**config.mk**
```make
export PLATFORM = sky130hd
export DESIGN_NAME = siren_gen
export DESIGN_NICKNAME = d
export VERILOG_FILES = /design/src/rtl/siren_gen.sv
export SDC_FILE = /design/constraint.sdc
export NUM_CORES = 1
export LEC_CHECK = 0
export BUFFER_PORTS_ARGS = -buffer_cell sky130_fd_sc_hd__buf_2
export CAP_MARGIN = 20
export CELL_PAD_IN_SITES_DETAIL_PLACEMENT = 1
export CELL_PAD_IN_SITES_GLOBAL_PLACEMENT = 1
export CORE_ASPECT_RATIO = 0.6
export CORE_MARGIN = 2
export CORE_UTILIZATION = 45
export DETAILED_ROUTE_END_ITERATION = 16
export PLACE_DENSITY = 0.84
export RECOVER_POWER = 50
export SYNTH_ARGS = -nofsm -noshare
export SYNTH_HDL_FRONTEND = slang
export SYNTH_SLANG_ARGS = --single-unit
```
**constraint.sdc**
```tcl
create_clock -name clk -period 8.5 [get_ports clk]
set_input_delay 0 -clock clk [delete_from_list [all_inputs] [get_ports clk]]
set_output_delay 0 -clock clk [all_outputs]
set_load 0.005 [all_outputs]
```
**src/rtl/siren_gen.sv**
```systemverilog
// siren_gen: square-wave siren with fixed, swept and alternating tones.
// Start/stop/duration control; speaker toggles on divider expiry.
module siren_gen #(
  parameter int          DIV_W       = 16,
  parameter int          SWEEP_W     = 7,
  parameter int          SWEEP_SHIFT = 6,
  parameter int unsigned BASE_DIV    = 32'h4000,
  parameter int          FAST_BIT    = 22,
  parameter int          SLOW_BIT    = 25,
  parameter int          ALT_BIT     = 27,
  parameter int          DUR_W       = 32
) (
  input  logic             clk,
  input  logic             rst_n,
  input  logic             start,
  input  logic             stop,
  input  logic [2:0]       mode,
  input  logic [DUR_W-1:0] duration,
  input  logic [DIV_W-1:0] fixed_div,
  output logic             busy,
  output logic             done,
  output logic             speaker
);

  localparam int PH_W = ALT_BIT + 1;

  typedef enum logic {
    IDLE,
    RUN
  } state_t;

  state_t state_q, state_d;

  logic [2:0]       mode_q;
  logic [DUR_W-1:0] dur_q;
  logic [DIV_W-1:0] fdiv_q;
  logic [PH_W-1:0]  phase_q;
  logic [DIV_W-1:0] div_cnt;
  logic [DUR_W-1:0] dur_cnt;

  logic mode_ok;
  logic accept;
  logic expire;
  logic finish;

  logic [SWEEP_W-1:0] fast_raw, slow_raw;
  logic [SWEEP_W-1:0] fast, slow;
  logic [DIV_W-1:0]   div_fast, div_slow;
  logic [DIV_W-1:0]   div_sel;
  logic               phase_unused;

  assign mode_ok = (mode != 3'd0) && (mode <= 3'd5);
  assign expire  = (dur_q != '0) &&
                   (dur_cnt == dur_q - DUR_W'(1));

  // Triangle sweeps: fold the slice on the direction bit
  assign fast_raw = phase_q[FAST_BIT-1 -: SWEEP_W];
  assign slow_raw = phase_q[SLOW_BIT-1 -: SWEEP_W];
  assign fast = phase_q[FAST_BIT] ? fast_raw : ~fast_raw;
  assign slow = phase_q[SLOW_BIT] ? slow_raw : ~slow_raw;

  assign div_fast = DIV_W'(BASE_DIV) +
                    (DIV_W'(fast) << SWEEP_SHIFT);
  assign div_slow = DIV_W'(BASE_DIV) +
                    (DIV_W'(slow) << SWEEP_SHIFT);

  assign phase_unused = ^phase_q;

  always_comb begin
    div_sel = fdiv_q;
    unique case (mode_q)
      3'd1: div_sel = fdiv_q;
      3'd2: div_sel = div_fast;
      3'd3: div_sel = div_slow;
      3'd4: div_sel = phase_q[ALT_BIT] ? div_slow
                                       : div_fast;
      3'd5: div_sel = phase_q[SLOW_BIT] ? fdiv_q
                                        : (fdiv_q >> 1);
      default: div_sel = fdiv_q;
    endcase
  end

  always_comb begin
    state_d = state_q;
    accept  = 1'b0;
    finish  = 1'b0;
    unique case (state_q)
      IDLE: begin
        if (start && mode_ok) begin
          accept  = 1'b1;
          state_d = RUN;
        end
      end
      RUN: begin
        if (stop || expire) begin
          finish  = 1'b1;
          state_d = IDLE;
        end
      end
      default: state_d = IDLE;
    endcase
  end

  always_ff @(posedge clk or negedge rst_n) begin
    if (!rst_n) begin
      state_q <= IDLE;
      busy    <= 1'b0;
      done    <= 1'b0;
      speaker <= 1'b0;
      mode_q  <= '0;
      dur_q   <= '0;
      fdiv_q  <= '0;
      phase_q <= '0;
      div_cnt <= '0;
      dur_cnt <= '0;
    end else begin
      state_q <= state_d;
      busy    <= (state_d == RUN);
      done    <= finish;
      if (accept) begin
        mode_q  <= mode;
        dur_q   <= duration;
        fdiv_q  <= fixed_div;
        phase_q <= '0;
        div_cnt <= '0;
        dur_cnt <= '0;
        speaker <= 1'b0;
      end else if (state_q == RUN) begin
        phase_q <= phase_q + PH_W'(1);
        dur_cnt <= dur_cnt + DUR_W'(1);
        if (div_cnt == '0) begin
          div_cnt <= div_sel;
          speaker <= ~speaker;
        end else begin
          div_cnt <= div_cnt - DIV_W'(1);
        end
        // Leaving RUN always parks the speaker low
        if (finish) speaker <= 1'b0;
      end
    end
  end

endmodule

```
# After elaboration in Yosys (flattened, before gate mapping)
# Index checks and enable logic that the tools add are counted.
[op_classes]
addsub = 6
muxes = 22
reduce_logical = 10
n_div = 0
n_eq_ne = 5
n_shift = 0
n_bitwise = 4
order_cmp = 1
n_mul = 0
[op_table]
columns = ["op", "count"]
rows = [
  ["$mux W16", 5],
  ["$mux W32", 2],
  ["$pmux W16 S4", 1],
  ["$mux W28", 2],
  ["$add A15 B13 Y16 const A", 2],
  ["$add A32 B1 Y32 const B", 1],
  ["$eq A32 B32 Y1", 1],
  ["$reduce_bool A32 Y1", 1],
  ["$sub A32 B1 Y32 const B", 1],
  ["$add A28 B1 Y28 const B", 1],
  ["$logic_not A16 Y1", 1],
  ["$sub A16 B1 Y16 const B", 1],
  ["$mux W7", 2],
  ["$not A7 Y7", 2],
  ["$mux W1", 9],
  ["$eq A3 B2 Y1 const B", 2],
  ["$eq A3 B3 Y1 const B", 2],
  ["$reduce_bool A3 Y1", 2],
  ["$le A3 B3 Y1 const B", 1],
  ["$logic_and A1 B1 Y1", 3],
  ["$not A1 Y1", 2],
  ["$pmux W1 S2", 1],
  ["$reduce_and A2 Y1", 1],
  ["$reduce_bool A2 Y1", 1],
  ["$logic_or A1 B1 Y1", 1],
]
[totals]
inputBits = 55
output_inout_bits = 3
elab_cells = 57
mem_count = 0
register_bits = 130
latchBits = 0
ramBits = 0
romBits = 0

# Logic depth before layout (Yosys ltp)
# Gate-level depths: netlist of the first run.
[logic_depth]
word_depth = 9
mapped_depth = 11

# Worst setup path after synthesis of the first run
# No wires, ideal clock.
[synth_path]
path_kind = "register to register"
from = "register dur_q[0]"
to = "register speaker"
t_arrival_ns = 2.634
slack_ns = 5.720
path_buffers = 1
setup_ns = 0.145
stages_incl_launch_ff = 12
path_cell_list = "dfrtp_1 inv_1 ha_1 or4b_1 buf_2 nor4_4 nand3_1 mux2_1 nor4_1 nand4_1 and4b_1 a221oi_1"
[synth_between]
elab_chain_cells = 9
word_cells_on_any_way = 12
[synth_lines]
columns = ["element", "line", "text"]
rows = [
  ["from (decl)", "35", "logic [DUR_W-1:0] dur_q;"],
  ["from (signal assigned)", "122", "dur_q <= duration;"],
  ["$sub A32 B1 Y32", "54", "(dur_cnt == dur_q - DUR_W'(1));"],
  ["$eq A32 B32 Y1", "54", ""],
  ["$logic_and A1 B1 Y1 (*)", "53", "assign expire = (dur_q != '0) &&"],
  ["$logic_or A1 B1 Y1 (*)", "95", "if (stop || expire) begin"],
  ["$mux W1 (*)", "95", ""],
  ["$mux W1 (*)", "87", "unique case (state_q)"],
  ["$mux W1", "138", "if (finish) speaker <= 1'b0;"],
  ["$mux W1", "128", "end else if (state_q == RUN) begin"],
  ["$mux W1", "120", "if (accept) begin"],
  ["to (signal assigned)", "133", "speaker <= ~speaker;"],
  ["to (decl)", "22", "output logic speaker"],
]
# Mark *: on every way between the ends. The rest lies on a longest branch, timed or not. The select of a mux whose other input is x is not followed.
# A chain may end at the register's enable or synchronous reset.

# Worst setup path after layout of the first run
[layout_path]
from = "register state_q"
to = "register dur_cnt[30]"
[layout_between]
elab_chain_cells = 2
word_cells_on_any_way = 3
[layout_lines]
columns = ["element", "line", "text"]
rows = [
  ["from (decl)", "32", "state_t state_q, state_d;"],
  ["from (signal assigned)", "117", "state_q <= state_d;"],
  ["$mux W1", "87", ""],
  ["$mux W32 / $reduce_bool A2 Y1 (equally long branches)", "n/a", ""],
  ["to (signal assigned)", "130", "dur_cnt <= dur_cnt + DUR_W'(1);"],
  ["to (decl)", "39", "logic [DUR_W-1:0] dur_cnt;"],
]
# Several ways; a longest one is shown, not always the timed one.

==> results of run 1 <==
cells in the final DEF, fill, tap and decap left out, types with 5 or more instances in the layout:
cell / netlist / layout
ha_1: 8 / 8
o21ai_0: 62 / 62
clkbuf_16: 0 / 17
a21oi_1: 16 / 16
inv_1: 19 / 19
nor3_1: 19 / 19
bufinv_16: 0 / 6
dlygate4sd3_1: 0 / 53
a22o_1: 7 / 7
a22oi_1: 5 / 5
o221ai_1: 6 / 6
buf_4: 0 / 5
nand4_1: 19 / 19
buf_2: 5 / 54
a31oi_1: 5 / 5
clkbuf_1: 36 / 5
xor2_1: 17 / 17
o22ai_1: 5 / 5
xnor2_1: 34 / 34
nor2_1: 41 / 40
nand2b_1: 5 / 5
and3_1: 11 / 11
o31ai_1: 14 / 14
nor2b_1: 13 / 13
dfrtp_1: 130 / 130
nand3_1: 54 / 54
nand2_1: 213 / 213
or2_2: 6 / 5
or3_1: 6 / 6
mux2i_1: 27 / 27
o211ai_1: 13 / 13
nor4_1: 14 / 14
registers in the layout (all words and copies together), names as in the netlist:
name,cells
div_cnt,16
done,1
dur_cnt,32
dur_q,32
fdiv_q,16
mode_q,3
phase_q,28
speaker,1
state_q,1
logic make-up (layout without fill, tap and decap cells):
| family | count (synthesis) | count (layout) | synth area share |
|---|---|---|---|
| AO/OA/AOI/OAI | 163 | 163 | 0.141 |
| XOR/XNOR | 51 | 51 | 0.0588 |
| adder cells (fa/ha/maj) | 8 | 8 | 0.0132 |
| buffers and inverters | 65 | 167 | 0.0359 |
| flip-flops | 130 | 130 | 0.429 |
| multiplexers | 32 | 32 | 0.0430 |
| AND/OR/NAND/NOR | 436 | 436 | 0.280 |
routing by layer:
layer / global-route usage / part of all wire / up-vias
met2: 0.408 / 0.43 / 192
met3: 0.0705 / 0.055 / 12
met1: 0.433 / 0.51 / 3565
li1: - / - / 3328
met5: 0 / 0 / -
met4: 0.0611 / 0.0064 / 0
critical path: cells and delay by family, from the launching register on:
kind          cells  cell delay, ns
buf+inv           1            1.11
flops             1            0.32
mux               1            0.15
simple gates      7            2.35
stage by stage:
step	cell area (um2)	setup WS, ns	total power, mW
floorplan	7590	5.72	1.49
detailed placement	8010	5.30	1.74
global placement	8010	5.39	1.70
CTS	9230	5.31	2.65
global route	9220	4.09	2.82
finish	9220	4.40	2.66
area by class of cell:
| class | count | area, um2 | share of cell area |
|---|---|---|---|
| well taps | 228 | 285 | 0.0309 |
| clock inverters | 12 | 228 | 0.0247 |
| flip-flops and latches | 130 | 3250 | 0.353 |
| clock buffers | 20 | 457 | 0.0495 |
| multi-input cells | 690 | 4080 | 0.442 |
| inverters | 19 | 71.3 | 0.00773 |
| repair buffers | 116 | 853 | 0.0925 |
power breakdown:
group / internal, mW / leakage [nW] / switching (mW) / total [mW]
Clock: 0.567 / 0.331 / 0.305 / 0.872
Combinational: 0.335 / 2.09 / 0.500 / 0.834
Sequential: 0.751 / 1.71 / 0.207 / 0.959
worst max-delay path by stage:
| stage | from | end | slack [ns] | cells past startpoint |
|---|---|---|---|---|
| floorplan | dur_q[0]$_DFFE_PN0P_ | speaker$_DFFE_PN0P_ | 5.72 | 11 |
| global placement | dur_q[0]$_DFFE_PN0P_ | state_q$_DFF_PN0_ | 5.39 | 10 |
| detailed placement | dur_q[0]$_DFFE_PN0P_ | state_q$_DFF_PN0_ | 5.30 | 10 |
| CTS | dur_q[0]$_DFFE_PN0P_ | state_q$_DFF_PN0_ | 5.31 | 10 |
| global route | state_q$_DFF_PN0_ | dur_cnt[30]$_DFFE_PN0P_ | 4.09 | 9 |
| finish | state_q$_DFF_PN0_ | dur_cnt[30]$_DFFE_PN0P_ | 4.40 | 9 |
repair_timing:
item / 4_1_cts / 5_1_grt
resized for setup: 0 / 0
buffers inserted: 0 / 0
hold endpoints to repair: 110 / 0
hold buffers: 53 / 0
==> metrics.cfg, run 1 <==
[outcome]
violations=capacitance limit, slew limit
status=finished with violations

[floorplanning]
start_util=0.464
core-area_um2=16400
die_area_um2=18000
die_w_um=172
num_rows=36
io_pins=58
die_y_um=105

[timing]
finalWorstPathRequiredPeriod_ns=4.10
whs_ns=0.151
grt_setup_unrepaired=false
hold_viol_final=0
drv_slew=92
fin_setup_tns_ns=0
final.period_utilization=0.482
setup_viol=0
tightest_slew_ns=3.11
fmax_mhz=244
slew_headroom=-1.08
skew_ns=0.0128

[grt]
grt_pass1_vias=7281
gr-total-overflow=0
grt_max_degree=101
antenna_found_initial=0
grt_util_all_layers=0.285
grt_pass1_wl_mm=39.7

[min_path]
holdPathEnd=state_q$_DFF_PN0_
min-delay-start=start
whs_path_depth=3
hp-class=primary input to flop

[worst_setup_path]
cp_slowest_cell=clkbuf_1
r2r_slack_ns=4.40
regToRegEndpoint=dur_cnt[30]$_DFFE_PN0P_
crit_required_ns=8.80
worst_setup_path_end_kind=flop
cpPeakStageDelay_ns=1.11
worstPathArrival_ns=4.40
cp_max_fo=33
cp-start-kind=flop
critPathKind=flop to flop
crit_chain=clkbuf_1 -> nand2_1 -> nor2_1 -> nand2_1 -> nor3b_1 -> nand3b_1 -> nor2_1 -> nand4_1 -> mux2i_1
reg2reg_depth=9
reg2reg_from=state_q$_DFF_PN0_

[placed_design]
portBuffers=57
place_hpwl_mm=15.5
place.gp.congestion=0.915
placed_cells=1129

[yosys]
synth-seq-cells=130
synth-edff-count=0
ys.flop_type=dfrtp_1
yosys.area.top_type=dfrtp_1
synth_nets=948
syn_inst=885
yosys-top-cells-area=dfrtp_1 43%, nand2_1 11%, o21ai_0 4.1%, xnor2_1 3.9%, mux2i_1 3.6%
synth_common_cells=213 x nand2_1, 130 x dfrtp_1, 62 x o21ai_0
yosysSeqAreaShare=0.429
synthMostInstantiatedCell=nand2_1
ys_types=68
synth.cell_area_um2=7590
ys_async_sr_fraction=1.00
synth_area_per_cell_um2=8.58
synth_top_area_share=0.429
yosysWarningCount=0

[route]
vias_per_cell=5.84
drtIter0Drc=496
wl_per_cell_um=19.9
vias=7097
ant_nets=0
drt_wl_total_mm=24.1
post-route-drc-count=0
dr.pass1.iters=6

[clock_tree]
cts_tree=done
cts_sinks=130
clock_latency_ns=0.44
cts.clk_slew.worst_paths_ns=0.06
clock-root-buffer=clkbuf_16
htree_levels=4
numCtsBuffers=17
clockBufferDepth=2

[layout]
area_delta_synth_final_pct=21.5
drive_gt1_frac=0.114
finalNetCount=1037
postLayoutCoreUtil=0.564
finalNonFillerCells=1215
fillers=1911
diodes=0

[power_and_ir_drop]
vdd_drop_max_v=0.000157
power_density_nw_per_um2=289
p_leak_nw=4.13

[flow_run]
drv_cap=2

Note: power is estimated with default switching activity, not from simulation.
==> run 2: changes to the inputs <==
--- a/config.mk
+++ b/config.mk
@@ -11,9 +11,9 @@
 export CELL_PAD_IN_SITES_GLOBAL_PLACEMENT = 1
 export CORE_ASPECT_RATIO = 0.6
 export CORE_MARGIN = 2
-export CORE_UTILIZATION = 45
+export CORE_UTILIZATION = 42
 export DETAILED_ROUTE_END_ITERATION = 16
-export PLACE_DENSITY = 0.84
+export PLACE_DENSITY = 0.83
 export RECOVER_POWER = 50
 export SYNTH_ARGS = -nofsm -noshare
 export SYNTH_HDL_FRONTEND = slang
==> constraint.sdc (replaced) <==
create_clock -name clk -period 3.5 [get_ports clk]
set_input_delay 0 -clock clk [delete_from_list [all_inputs] [get_ports clk]]
set_output_delay 0 -clock clk [all_outputs]
set_load 0.005 [all_outputs]
==> run 2 against run 1 <==
The flow still finishes with violations (capacitance limit, slew limit). Combinational power is 150% higher. Critical endpoint is now speaker$_DFFE_PN0P_. Critical path depth grew 1. Utilization down 4.6 points. Highest routed layer unchanged.
==> metrics.cfg, run 2 (synthesis results as in run 1) <==
[outcome]
status=finished with violations
violations=capacitance limit, slew limit

[worst_setup_path]
crit_chain=inv_1 -> ha_1 -> or4b_1 -> nor4_4 -> nand3_1 -> mux2_1 -> nor4_1 -> nand4_1 -> and4b_1 -> a221oi_1
regToRegEndpoint=speaker$_DFFE_PN0P_
critPathKind=flop to flop
cp_max_fo=6  ; -82%
r2r_slack_ns=0.15  ; -4.25 ns
worst_setup_path_end_kind=flop
worstSetupEndpoint=speaker$_DFFE_PN0P_
reg2reg_from=dur_q[0]$_DFFE_PN0P_
cp_slowest_cell=or4b_1
cp-start-kind=flop
cpPeakStageDelay_ns=0.68  ; -0.43 ns
crit_start=dur_q[0]$_DFFE_PN0P_
worstPathArrival_ns=3.63  ; -0.77 ns
crit_required_ns=3.78  ; -5.02 ns
reg2reg_depth=10  ; +1

[timing]
final.period_utilization=0.957  ; +0.475
hold_viol_final=0  ; unchanged
setup_slack_ns=0.152  ; -4.25 ns
slew_headroom=-0.302  ; +0.774
fmax_mhz=299  ; +22%
skew_ns=0.0135  ; +0.000690 ns
drv_slew=76  ; -17%
finalWorstPathRequiredPeriod_ns=3.35  ; -0.748 ns
fin_setup_tns_ns=0  ; unchanged
tightest_slew_ns=1.95  ; -1.16 ns
setup_viol=0  ; unchanged
grt_setup_unrepaired=false

[power_and_ir_drop]
power_density_nw_per_um2=678  ; +130%
vdd_drop_max_v=0.000342  ; +120%
p_leak_nw=4.15  ; +0.59%

[grt]
grt_util_all_layers=0.261  ; -0.0248
grt_pass1_vias=7189  ; -1.3%
antenna_found_initial=0  ; unchanged
gr-total-overflow=0  ; unchanged
grt_pass1_wl_mm=39.0  ; -1.7%
grt_max_degree=76  ; -25%

[floorplanning]
start_util=0.425  ; -0.0396
die_y_um=108  ; +3.4%
io_pins=58  ; unchanged
num_rows=38  ; +5.6%
core-area_um2=17900  ; +9.3%
die_w_um=178  ; +3.4%
die_area_um2=19200  ; +6.9%

[clock_tree]
cts_tree=done
post_cts_buffers=0  ; unchanged
numCtsBuffers=17  ; unchanged
clock_latency_ns=0.43  ; about the same
clock-root-buffer=clkbuf_16
cts.clk_slew.worst_paths_ns=0.06  ; about the same
cts_sinks=130  ; unchanged
htree_levels=4  ; unchanged
clockBufferDepth=2  ; unchanged

[route]
wl_per_cell_um=19.1  ; -3.6%
drtIter0Drc=536  ; +8.1%
post-route-drc-count=0  ; unchanged
dr.pass1.iters=8  ; +2
vias_per_cell=5.79  ; -0.91%
vias=7154  ; +0.80%
drt_wl_total_mm=23.7  ; -1.9%
ant_nets=0  ; unchanged

[layout]
drive_gt1_frac=0.126  ; +0.0110
multi_input_area_um2=4080  ; +0.21%
finalNonFillerCells=1236  ; +1.7%
fillers=2122  ; +11%
area_delta_synth_final_pct=22.0
layout_commonest_cell=nand2_1
mostFrequentLayoutCells=213 x nand2_1, 130 x dfrtp_1, 62 x o21ai_0
finalNetCount=1047  ; +0.96%
diodes=0  ; unchanged
reg.largest.list=dur_cnt: 32 flops, dur_q: 32 flops, phase_q: 28 flops
seq_area_um2=3250  ; unchanged

[placed_design]
portBuffers=57  ; unchanged
place.gp.congestion=0.858  ; -6.3%
placed_cells=1151  ; +1.9%
dp_slack_ns=0.277  ; -5.03 ns
place_hpwl_mm=15.6  ; +0.46%

[min_path]
hp-class=primary input to flop

[flow_run]
drv_cap=1  ; -1

run 2: timing repair:
action                                 4_1_cts  5_1_grt
hold buffers                                53        0
endpoints found under the hold margin      127        0
resized for setup                            0        1
setup endpoints to repair                    0        1
run 2: layout make-up:
type,instances,area share
clock buffer,19,0.0489
clock inverter,12,0.0169
inverter,19,0.00770
multi-input combinational,690,0.441
sequential,130,0.351
tap,240,0.0324
timing repair buffer,126,0.102
run 2: worst max-delay path: cells and delay by family (launching register included):
family	cells	cell delay [ns]
buf+inv	1	0.14
simple gates	6	1.94
mux	1	0.33
fa+ha+maj	1	0.28
flops	1	0.45
compound gates	1	0.06
run 2: layer usage:
| layer | GRT usage | wire (um) |
|---|---|---|
| met1 | 0.395 | 11800 |
| met2 | 0.376 | 10200 |
| met5 | 0 | 0 |
| met3 | 0.0534 | 1400 |
| met4 | 0.0679 | 325 |
run 2: worst min-delay path by stage:
stage | start | endpoint | slack, ns | cells after the start
after floorplan | rst_n | div_cnt[0]$_DFFE_PN0P_ | -0.30 | 0
after global placement | rst_n | dur_q[26]$_DFFE_PN0P_ | 0.08 | 1
after detailed placement | rst_n | dur_q[26]$_DFFE_PN0P_ | 0.08 | 1
after CTS | start | fdiv_q[15]$_DFFE_PN0P_ | 0.13 | 5
after global routing | start | div_cnt[10]$_DFFE_PN0P_ | 0.06 | 3
final | start | div_cnt[10]$_DFFE_PN0P_ | 0.08 | 3
run 2: metrics by stage:
step	hold slack, ns	area (um2)	power, mW	utilization
2_1_floorplan	-0.296	7590	3.62	-
3_3_place_gp	0.0819	8120	4.16	0.454
3_5_place_dp	0.0826	8120	4.26	0.454
4_1_cts	0.134	9260	6.23	0.518
5_1_grt	0.0650	9260	6.63	0.518
6_report	0.0779	9260	6.28	0.518
run 2: where the power goes:
| group | switching (mW) | internal (mW) | total, mW |
|---|---|---|---|
| logic | 1.23 | 0.855 | 2.08 |
| registers | 0.505 | 1.83 | 2.33 |
| clock network | 0.708 | 1.16 | 1.86 |
| total | 2.44 | 3.84 | 6.28 |
==> run 3: changes to the inputs <==
--- a/config.mk
+++ b/config.mk
@@ -5,15 +5,17 @@
 export SDC_FILE = /design/constraint.sdc
 export NUM_CORES = 1
 export LEC_CHECK = 0
+export ABC_AREA = 1
 export BUFFER_PORTS_ARGS = -buffer_cell sky130_fd_sc_hd__buf_2
 export CAP_MARGIN = 20
 export CELL_PAD_IN_SITES_DETAIL_PLACEMENT = 1
 export CELL_PAD_IN_SITES_GLOBAL_PLACEMENT = 1
 export CORE_ASPECT_RATIO = 0.6
 export CORE_MARGIN = 2
-export CORE_UTILIZATION = 42
+export CORE_UTILIZATION = 40
+export CTS_CLUSTER_DIAMETER = 40
 export DETAILED_ROUTE_END_ITERATION = 16
-export PLACE_DENSITY = 0.83
+export PLACE_DENSITY = 0.82
 export RECOVER_POWER = 50
 export SYNTH_ARGS = -nofsm -noshare
 export SYNTH_HDL_FRONTEND = slang
==> run 3 against run 2 <==
Register-to-register slack better by 0.81 ns. Combinational power is 15% lower. Flip-flop and latch count unchanged. Critical path type unchanged. Clock skew down 0.0055 ns. Non-clock buffer count decreased by 8. Largest power group unchanged. Synthesized area is 5.7% higher. The run still ends with capacitance limit, slew limit left. Cell count up 23%. Sequential share of layout area is 1.7 points lower. Die area rose by 11%.
==> metrics.cfg, run 3 <==
[yosys]
yosys-top-cells-area=dfrtp_1 41%, nand2_1 15%, o21ai_0 7.4%, inv_1 6.0%, nor2_1 6.0%
synth-simple-area-share=0.316  ; +0.0361
synth_compound_area_frac=0.135  ; -0.00545
synth-seq-cells=130  ; unchanged
synth_common_cells=317 x nand2_1, 130 x dfrtp_1, 129 x inv_1, 129 x nor2_1, 118 x o21ai_0
synth-edff-count=0  ; unchanged
ys_async_sr_fraction=1.00  ; unchanged
synthAdderAreaFrac=0.0125  ; -0.000715
synth_top_family_by_area=simple AND/OR/NAND/NOR gates
synth_xor_area_frac=0.0475  ; -0.0113
yosysWarningCount=0  ; unchanged
synth_nets=1194  ; +26%
synth_mux_area_frac=0.00499  ; -0.0380
synth_top_area_share=0.405  ; -0.0232
synth.cell_area_um2=8030  ; +5.7%
synthMostInstantiatedCell=nand2_1
ys_types=47  ; -31%
yosys.area.top_type=dfrtp_1
ys.flop_type=dfrtp_1
yosysSeqAreaShare=0.405  ; -0.0232
syn_inst=1131  ; +28%
synth_area_per_cell_um2=7.10  ; -17%

[floorplanning]
die_y_um=114  ; +5.2%
die_area_um2=21300  ; +11%
core-area_um2=19800  ; +11%
start_util=0.405  ; -0.0196
num_rows=40  ; +5.3%
io_pins=58  ; unchanged
die_w_um=187  ; +5.2%

[timing]
fmax_mhz=394  ; +32%
finalWorstPathRequiredPeriod_ns=2.54  ; -0.807 ns
skew_ns=0.00793  ; -0.00554 ns
slew_headroom=-0.698  ; -0.396
tightest_slew_ns=2.55  ; +0.594 ns
setup_slack_ns=0.959  ; +0.807 ns
fin_setup_tns_ns=0  ; unchanged
final.period_utilization=0.726  ; -0.231
grt_setup_unrepaired=false
hold_viol_final=0  ; unchanged
setup_viol=0  ; unchanged
drv_slew=100  ; +32%

[route]
drtIter0Drc=648  ; +21%
vias_per_cell=5.33  ; -8.0%
post-route-drc-count=0  ; unchanged
dr.pass1.iters=5  ; -3
drt_wl_total_mm=28.0  ; +18%
ant_nets=0  ; unchanged
wl_per_cell_um=18.4  ; -4.1%
vias=8106  ; +13%

[placed_design]
place.gp.congestion=0.903  ; +5.3%
portBuffers=57  ; unchanged
place_hpwl_mm=19.6  ; +26%
dp_slack_ns=1.04  ; +0.760 ns

[layout]
finalNetCount=1299  ; +24%
reg.largest.list=dur_cnt: 32 flops, dur_q: 32 flops, phase_q: 28 flops
fillers=2575  ; +21%
layout_commonest_cell=nand2_1
diodes=0  ; unchanged
mostFrequentLayoutCells=317 x nand2_1, 130 x dfrtp_1, 129 x inv_1
drive_gt1_frac=0.0953  ; -0.0302
area_delta_synth_final_pct=21.3

[min_path]
hp-class=primary input to flop

[clock_tree]
clock-root-buffer=clkbuf_16
clockBufferDepth=2  ; unchanged
clock_latency_ns=0.44  ; about the same
post_cts_resize_count=0  ; unchanged
numCtsBuffers=17  ; unchanged
cts_sinks=130  ; unchanged
cts_tree=done
htree_levels=4  ; unchanged
cts.clk_slew.worst_paths_ns=0.06  ; about the same
post_cts_buffers=0  ; unchanged
cts_hold_buffers=53  ; unchanged

[power_and_ir_drop]
p_leak_nw=4.58  ; +10%
power_density_nw_per_um2=583  ; -14%
vdd_drop_max_v=0.000371  ; +8.3%
power_mw=5.68  ; -9.5%

[grt]
grt_util_all_layers=0.276  ; +0.0153
grt_pass1_wl_mm=45.6  ; +17%
grt_pass1_vias=8327  ; +16%
antenna_found_initial=0  ; unchanged
gr-total-overflow=0  ; unchanged
grt_max_degree=100  ; +32%

[worst_setup_path]
cpMostUsedCell=nand2_1
worst_setup_path_end_kind=flop
cp-start-kind=flop
cp_slowest_cell=dfrtp_1
critPathKind=flop to flop
cpPeakStageDelay_ns=0.38  ; -0.30 ns
cp_max_fo=9  ; +3
worstPathArrival_ns=2.86  ; -0.77 ns
crit_chain=inv_1 -> ha_1 -> nand2_1 -> nor2_4 -> nand2_1 -> o21ai_0 -> nand2_1 -> nand2_1 -> nand2_1 -> nor2_1 -> nand2_1 -> nor2_1 -> nand3_1 -> nand2_1 -> o21ai_0
crit_required_ns=3.82  ; +0.04 ns

[flow_run]
drv_cap=1  ; unchanged

[outcome]
violations=capacitance limit, slew limit
status=finished with violations

run 3: cell count changes after synthesis, moves of 12 or more:
cell     previous run  this run
o21ai_0            62       118
mux2i_1            27         4
nor2b_1            13         0
xor2_1             17        31
nand2_1           213       317
nand3_1            54        66
a21oi_1            16        46
inv_1              19       129
nor2_1             41       129
xnor2_1            34        10
run 3: final cells by class:
cell class / count / area (um2) / share of cell area
Sequential cell: 130 / 3250 / 0.334
Multi-Input combinational cell: 836 / 4150 / 0.426
Tap cell: 273 / 342 / 0.0351
Clock buffer: 23 / 478 / 0.0491
Clock inverter: 9 / 129 / 0.0132
Timing Repair Buffer: 118 / 885 / 0.0908
Inverter: 133 / 502 / 0.0515
run 3: path summary, 6_finish.rpt:
check,from,end,slack [ns],cells past startpoint
min in group asynchronous,rst_n,fdiv_q[14]$_DFFE_PN0P_,0.85,2
worst min-delay path,fixed_div[14],fdiv_q[14]$_DFFE_PN0P_,0.30,4
max in group asynchronous,rst_n,dur_q[4]$_DFFE_PN0P_,1.01,3
worst max-delay path,dur_q[0]$_DFFE_PN0P_,state_q$_DFF_PN0_,0.96,15
worst min register to register,fdiv_q[3]$_DFFE_PN0P_,fdiv_q[3]$_DFFE_PN0P_,0.50,2
worst max register to register,dur_q[0]$_DFFE_PN0P_,state_q$_DFF_PN0_,0.96,15
run 3: critical path, delay by kind of cell, from the launching register on:
| kind | cells | cell delay, ns |
|---|---|---|
| flops | 1 | 0.38 |
| buf+inv | 1 | 0.14 |
| compound gates | 2 | 0.45 |
| simple gates | 11 | 1.21 |
| fa+ha+maj | 1 | 0.24 |
run 3: power by group:
| group | switching (mW) | leakage (nW) | internal (mW) | total, mW |
|---|---|---|---|---|
| combinational | 1.17 | 2.58 | 0.594 | 1.76 |
| sequential | 0.283 | 1.71 | 1.75 | 2.03 |
| clock | 0.714 | 0.293 | 1.17 | 1.89 |
| total | 2.16 | 4.58 | 3.52 | 5.68 |
run 3: through the flow:
stage	hold WS [ns]	instances	area [um2]	util
after floorplan	-0.296	1131	8030	-
after global placement	0.191	1437	8610	0.434
after detailed placement	0.184	1437	8610	0.434
after CTS	0.279	1522	9750	0.492
after global routing	0.330	1522	9740	0.491
final	0.301	1522	9740	0.491
run 3: metal layers:
layer / GRT usage / share of wire / wire length [um] / vias up
li1: - / - / - / 3878
met1: 0.418 / 0.51 / 14400 / 3960
met2: 0.395 / 0.40 / 11300 / 239
met3: 0.0665 / 0.069 / 1940 / 29
met4: 0.0640 / 0.011 / 320 / 0
met5: 0 / 0 / 0 / -
run 3: cell families (layout without fill, tap and decap cells):
family / after synthesis / after routing
compound gates: 199 / 199
xor+xnor: 42 / 42
fa+ha+maj: 8 / 8
buf+inv: 165 / 283
flops: 130 / 130
mux: 4 / 4
simple gates: 583 / 583
